[config.mk]
export PLATFORM = sky130hd
export DESIGN_NAME = ofifo_flat
export DESIGN_NICKNAME = d
export VERILOG_FILES = /design/src/rtl/ofifo_pkg.sv /design/src/rtl/ofifo_if.sv /design/src/rtl/ofifo_col.sv /design/src/rtl/ofifo.sv /design/src/flat_wrapper.sv
export SDC_FILE = /design/constraint.sdc
export NUM_CORES = 2
export LEC_CHECK = 0
export ABC_AREA = 1
export CAP_MARGIN = 20
export CORE_AREA = 2 2 508 510
export CTS_CLUSTER_SIZE = 12
export DETAILED_ROUTE_END_ITERATION = 8
export DIE_AREA = 0 0 510 512
export PLACE_DENSITY = 0.53
export SYNTH_ARGS = -nofsm -noshare
export SYNTH_HDL_FRONTEND = slang
export SYNTH_SLANG_ARGS = --single-unit
[constraint.sdc]
create_clock -name clk -period 6 [get_ports clk]
set_input_delay 0.6 -clock clk [delete_from_list [all_inputs] [get_ports clk]]
set_output_delay 0.6 -clock clk [all_outputs]
set_load 0.005 [all_outputs]
[src/rtl/ofifo_pkg.sv]
// ofifo_pkg: shared constants and width helpers for the output FIFO.
//   OFIFO_DEPTH / PSUM_BW / OFIFO_COL : default sizing
//   ptr_width(depth) : read/write pointer width, clog2(depth)
//   cnt_width(depth) : occupancy count width, clog2(depth)+1 (must hold depth itself)
package ofifo_pkg;

    localparam int OFIFO_DEPTH = 16;
    localparam int PSUM_BW     = 16;
    localparam int OFIFO_COL   = 8;

    function automatic int ptr_width(input int depth);
        return $clog2(depth);
    endfunction

    function automatic int cnt_width(input int depth);
        return $clog2(depth) + 1;
    endfunction

endpackage

[src/rtl/ofifo_if.sv]
// ofifo_if: bus between mac_array side / consumer side and the output FIFO.
//   in      : packed column psums, column i at [PSUM_BW*(i+1)-1 : PSUM_BW*i]
//   wr      : per-column write strobe (mac_array valid)
//   rd      : pop one entry from every column (honoured only while o_valid)
//   out     : head entry of each column, zero while o_valid=0
//   o_valid : every column non-empty
//   o_full  : at least one column full
//   o_overflow (only with OFIFO_OVERFLOW_FLAG_EN) : sticky per-column drop flag
// Modports: slave = the FIFO, master = the driver/consumer.
interface ofifo_if #(
    parameter int COL     = 8,
    parameter int PSUM_BW = 16
);
    logic [PSUM_BW*COL-1:0] in;
    logic [COL-1:0]         wr;
    logic                   rd;
    logic [PSUM_BW*COL-1:0] out;
    logic                   o_valid;
    logic                   o_full;
`ifdef OFIFO_OVERFLOW_FLAG_EN
    logic [COL-1:0]         o_overflow;

    modport slave  (input in, wr, rd, output out, o_valid, o_full, o_overflow);
    modport master (output in, wr, rd, input out, o_valid, o_full, o_overflow);
`else
    modport slave  (input in, wr, rd, output out, o_valid, o_full);
    modport master (output in, wr, rd, input out, o_valid, o_full);
`endif
endinterface

[src/rtl/ofifo_col.sv]
// ofifo_col: single-column first-word-fall-through FIFO, psum_bw x depth.
//   clk, reset : clock, synchronous active-high reset (pointers/count only)
//   push, pop  : caller guarantees push only when not full (or with pop),
//                pop only when not empty
//   din        : data written at the write pointer on push
//   head       : combinational read of the entry at the read pointer
//   cnt        : occupancy, 0..depth
//   empty/full : cnt == 0 / cnt == depth
module ofifo_col
    import ofifo_pkg::*;
#(
    parameter int psum_bw = PSUM_BW,
    parameter int depth   = OFIFO_DEPTH
) (
    input  logic                     clk,
    input  logic                     reset,
    input  logic                     push,
    input  logic                     pop,
    input  logic [psum_bw-1:0]       din,
    output logic [psum_bw-1:0]       head,
    output logic [$clog2(depth):0]   cnt,
    output logic                     empty,
    output logic                     full
);
    localparam int PTR_W = ptr_width(depth);
    localparam int CNT_W = cnt_width(depth);

    logic [psum_bw-1:0] mem_reg [depth];
    logic [PTR_W-1:0]   wptr_reg;
    logic [PTR_W-1:0]   rptr_reg;
    logic [CNT_W-1:0]   cnt_reg;

    // Pointers wrap naturally because depth is a power of two.
    always_ff @(posedge clk) begin
        if (reset) begin
            wptr_reg <= '0;
            rptr_reg <= '0;
            cnt_reg  <= '0;
        end else begin
            if (push) wptr_reg <= wptr_reg + 1'b1;
            if (pop)  rptr_reg <= rptr_reg + 1'b1;
            case ({push, pop})
                2'b10:   cnt_reg <= cnt_reg + 1'b1;
                2'b01:   cnt_reg <= cnt_reg - 1'b1;
                default: cnt_reg <= cnt_reg;
            endcase
        end
    end

    // Storage is deliberately not reset. A push into a full column only
    // happens together with a pop, so it overwrites the slot being popped.
    always_ff @(posedge clk) begin
        if (push) mem_reg[wptr_reg] <= din;
    end

    // Fall-through head: a write into an empty column is visible right after its edge.
    assign head  = mem_reg[rptr_reg];
    assign cnt   = cnt_reg;
    assign empty = (cnt_reg == '0);
    assign full  = (cnt_reg == CNT_W'(depth));

endmodule

[src/rtl/ofifo.sv]
// ofifo: per-column output FIFO behind mac_array. Each column buffers its own
// skewed psum stream; a re-aligned row is presented once all columns hold data.
//   clk, reset : clock, synchronous active-high reset
//   bus        : ofifo_if.slave (in, wr, rd, out, o_valid, o_full[, o_overflow])
// Optional macro OFIFO_OVERFLOW_FLAG_EN adds sticky per-column o_overflow,
// set when a write is dropped (column full, no pop that cycle).
module ofifo
    import ofifo_pkg::*;
#(
    parameter int col     = OFIFO_COL,
    parameter int psum_bw = PSUM_BW,
    parameter int depth   = OFIFO_DEPTH
) (
    input  logic  clk,
    input  logic  reset,
    ofifo_if.slave bus
);
    localparam int CNT_W = cnt_width(depth);

    logic [col-1:0]   push;
    logic [col-1:0]   col_empty;
    logic [col-1:0]   col_full;
    logic [col-1:0]   col_at_depth;
    logic [CNT_W-1:0] col_cnt  [col];
    logic [psum_bw-1:0] col_head [col];
    logic             pop;
    logic             valid;

    assign valid = ~|col_empty;
    // rd while no full row is available is ignored entirely.
    assign pop   = bus.rd & valid;

    genvar gi;
    generate
        for (gi = 0; gi < col; gi++) begin : g_col
            // A full column still accepts a write when the same cycle pops.
            assign push[gi] = bus.wr[gi] & (~col_full[gi] | pop);

            ofifo_col #(
                .psum_bw (psum_bw),
                .depth   (depth)
            ) u_col (
                .clk   (clk),
                .reset (reset),
                .push  (push[gi]),
                .pop   (pop),
                .din   (bus.in[gi*psum_bw +: psum_bw]),
                .head  (col_head[gi]),
                .cnt   (col_cnt[gi]),
                .empty (col_empty[gi]),
                .full  (col_full[gi])
            );

            assign col_at_depth[gi] = (col_cnt[gi] == CNT_W'(depth));
            assign bus.out[gi*psum_bw +: psum_bw] = valid ? col_head[gi] : '0;
        end
    endgenerate

    assign bus.o_valid = valid;
    assign bus.o_full  = |col_at_depth;

`ifdef OFIFO_OVERFLOW_FLAG_EN
    logic [col-1:0] overflow_reg;
    logic [col-1:0] overflow_set;

    assign overflow_set = bus.wr & col_full & {col{~pop}};

    always_ff @(posedge clk) begin
        if (reset) overflow_reg <= '0;
        else       overflow_reg <= overflow_reg | overflow_set;
    end

    assign bus.o_overflow = overflow_reg;
`endif

endmodule

[src/flat_wrapper.sv]
// flat-port wrapper written by rule: the top's interface ports become plain ports
module ofifo_flat import ofifo_pkg::*;
#(
    parameter int col     = OFIFO_COL,
    parameter int psum_bw = PSUM_BW,
    parameter int depth   = OFIFO_DEPTH
)
  (clk, reset, bus_in, bus_wr, bus_rd, bus_out, bus_o_valid, bus_o_full);
  ofifo_if #(.COL((8)), .PSUM_BW((16))) bus_i ();
  input  logic clk;
  input  logic reset;
  input wire logic [$bits(bus_i.in)-1:0] bus_in;
  input wire logic [$bits(bus_i.wr)-1:0] bus_wr;
  input wire logic [$bits(bus_i.rd)-1:0] bus_rd;
  output wire logic [$bits(bus_i.out)-1:0] bus_out;
  output wire logic [$bits(bus_i.o_valid)-1:0] bus_o_valid;
  output wire logic [$bits(bus_i.o_full)-1:0] bus_o_full;
  assign bus_i.in = bus_in;
  assign bus_i.wr = bus_wr;
  assign bus_i.rd = bus_rd;
  assign bus_out = bus_i.out;
  assign bus_o_valid = bus_i.o_valid;
  assign bus_o_full = bus_i.o_full;
  ofifo #(.col(col), .psum_bw(psum_bw), .depth(depth)) u_core (.clk(clk), .reset(reset), .bus(bus_i));
endmodule
==> flow_summary_export.csv <==
group,metric,value,unit
status,status,"completed",
place,port_buffers,268,
sta,tightest_slew,1.10,ns
worst_setup_path,worstReg2RegStart,"u_core.g_col[3].u_col.cnt[2]$_SDFFE_PP0P_",
clock_network,clk_latency,0.88,ns
floorplanning,ios,269,
worst_setup_path,reg2reg_depth,11,
clock_network,cts_hold_buf,0,
synth,synth_top_area_cell,"edfxtp_1",
place,dpl_worst_slack,1.78,ns
sta,clock.fmax,0.204,GHz
clock_network,cts_tree,"built",
sta,min_period,4.91,ns
synth,seq_area_frac_synth,72.1,%
min_path,hold_path_class,"primary input to flop",
drt,route.antenna.remaining_nets,0,
floorplanning,core_area,0.256,mm²
floorplanning,die_area,0.261,mm²
min_path,min_from,"reset",
sta,period_share,81.8,%
worst_setup_path,crit_type,"flop to output port",
floorplanning,initial_utilization,34.8,%
clock_network,cts.sinks,2184,
flow_run,max-cap-violations,0,
sta,slew_headroom,26.9,%
synth,netlist_area,0.0891,mm²
synth,ys_types,39,
grt,grt_usage,16.7,%
worst_setup_path,cp-end-kind,"output port",
clock_network,clk_pin_slew,0.06,ns
power,p_leak,35.5,nW
layout,largest_register_ffs,2048,
clock_network,cts_post_setup_buffers_inserted,0,
synth,synthTopCellsByCount,"edfxtp_1 (2048), nand2_1 (714), o21ai_0 (710)",
drt,avgRoutedWirePerCell,20.9,µm
floorplanning,die_y,512,µm
grt,grtUsageMet3,2.33,%
grt,grt_pass1_vias,52698,
floorplanning,rows,186,
power,ir_drop,0.000266,V
sta,fin_skew,0.0849,ns
floorplanning,die_x,510,µm
sta,rsz0062_at_grt,"no",
drt,via_per_inst,4.97,
place,dp_cells,10239,
clock_network,clockBufferDepth,3,
drt,drc,0,
synth,synth-edff-count,2048,
synth,synth_warnings,0,
clock_network,cts-resized-gates,0,
clock_network,clock-root-buffer,"clkbuf_16",
grt,busiest_layer,"met2",
synth,syn_inst,6876,
synth,synth_ff_type,"edfxtp_1",
place,dpl.hpwl,134000,µm
worst_setup_path,required,5.40,ns
synth,avgSynthCellArea,13.0,µm²
synth,ys_ff_latch,2184,
worst_setup_path,timing.rr.end,"u_core.g_col[2].u_col.mem_reg[15][8]$_DFFE_PP_",
synth,yosysMostFrequentCell,"edfxtp_1",
drt,routed_wl,223000,µm
worst_setup_path,crit_fanout,49,
grt,grt_max_degree,141,
drt,first_pass_iters,6,
grt,antenna_found_initial,9,
sta,setup_slack,1.09,ns
sta,tns,0,ns
min_path,min_to,"u_core.g_col[7].u_col.wptr_reg[2]$_SDFFE_PP0P_",
clock_network,cts_buffers,232,
synth,synth_area_leaders,"edfxtp_1 (69%), mux2i_1 (4.5%), o21ai_0 (4.0%), a21oi_1 (3.3%), dfxtp_1 (3.1%)",
grt,grt.overflow.total,0,
place,gp_congestion,0.811,
drt,vias,53090,
sta,finalHoldViolCount,0,
grt,grt_pass1_wl,334000,µm
grt,use_met1,22.7,%
worst_setup_path,rrSetupSlack,1.81,ns
sta,setup_viol,0,
drt,drtIter0Drc,4385,
layout,final_nets,7292,
layout,drive_gt1_share,9.34,%
power,p_per_area,324,mW/mm²
layout,finalNonFillerCells,10682,
clock_network,htreeDepth,4,
layout,areaGrowthSynthToFinish,15.9,%
synth,syn_nets,7066,
synth,ys_async_sr_fraction,0,%
worst_setup_path,arrival,4.31,ns
worst_setup_path,start_kind,"flop",
min_path,min_path_cells,2,
synth,synth_top_area_share,69.0,%
grt,grt_use_met2,27.7,%
sta,finalMaxSlewViolations,0,
power,total_power,0.0334,W
-- cells by family (layout without fill, tap and decap cells) --
logic type	after synthesis	after routing	share of synthesized area (%)
simple gates	1465	1465	7.03
other cells	0	3	0
compound gates	1559	1559	9.41
buf+inv	1091	1510	4.71
flops	2184	2184	72.1
mux	512	512	5.90
fa+ha+maj	51	51	0.716
xor+xnor	14	14	0.138
-- cells in the final DEF, fill, tap and decap left out, drive strengths merged, types with 108 or more instances in the layout --
| master | n |
|---|---|
| nand2 | 727 |
| inv | 698 |
| o21ai | 717 |
| nand3 | 488 |
| nor2 | 210 |
| a21oi | 585 |
| mux2 | 108 |
| dfxtp | 136 |
| edfxtp | 2048 |
| clkdlybuf4s50 | 267 |
| clkbuf | 326 |
| mux2i | 404 |
-- routing by layer --
layer	routed length (µm)	up-vias
met5	0	-
met4	5350	0
met3	9640	305
met2	108000	1197
met1	101000	26231
li1	-	25357
-- area by class of cell --
cell class                 count  area, µm²
clock buffer                 326       6350
sequential                  2184      64300
antenna                        3       7.51
tap                         3384       4230
multi-input combinational   3601      20900
clock inverter               101       1050
inverter                     711       2690
timing repair buffer         372       3690
fill                       23698     153000
-- through the flow --
stage | cell area [µm²] | hold slack [ns] | util (%)
CTS | 103000 | 0.282 | 40.3
floorplan | 89100 | 0.436 | -
global placement | 95600 | 0.449 | 37.4
finish | 103000 | 0.346 | 40.4
detailed placement | 95600 | 0.456 | 37.4
global route | 103000 | 0.327 | 40.4
-- worst max-delay path by stage --
| stage | startpoint | to | slack, ns | cells after the start |
|---|---|---|---|---|
| after floorplan | u_core.g_col[1].u_col.cnt[0]$_SDFFE_PP0P_ | u_core.g_col[7].u_col.mem_reg[11][0]$_DFFE_PP_ | 3.49 | 12 |
| after global placement | u_core.g_col[0].u_col.cnt[0]$_SDFFE_PP0P_ | u_core.g_col[2].u_col.mem_reg[1][11]$_DFFE_PP_ | 1.88 | 11 |
| after detailed placement | u_core.g_col[5].u_col.cnt[0]$_SDFFE_PP0P_ | u_core.g_col[2].u_col.mem_reg[1][12]$_DFFE_PP_ | 1.78 | 11 |
| after CTS | u_core.g_col[5].u_col.cnt[0]$_SDFFE_PP0P_ | bus_out[13] | 0.98 | 10 |
| after global routing | u_core.g_col[0].u_col.cnt[2]$_SDFFE_PP0P_ | bus_out[46] | 0.81 | 10 |
| final | flop | bus_out[83] | 1.09 | 7 |
-- critical path: stages (launching register included) --
cell             delay [ns]
dfxtp_1                0.73
clkinv_2               0.77
buf_4                  0.46
nand2_1                0.09
nand3_1                0.07
o211a_1                0.15
a311oi_1               0.53
clkdlybuf4s50_1        0.63
-- power by group --
part | switching, W | internal, W
clock | 0.00601 | 0.00789
sequential | 0.000201 | 0.0170
combinational | 0.00156 | 0.000798
No activity file was read; power rests on OpenSTA's default activity.
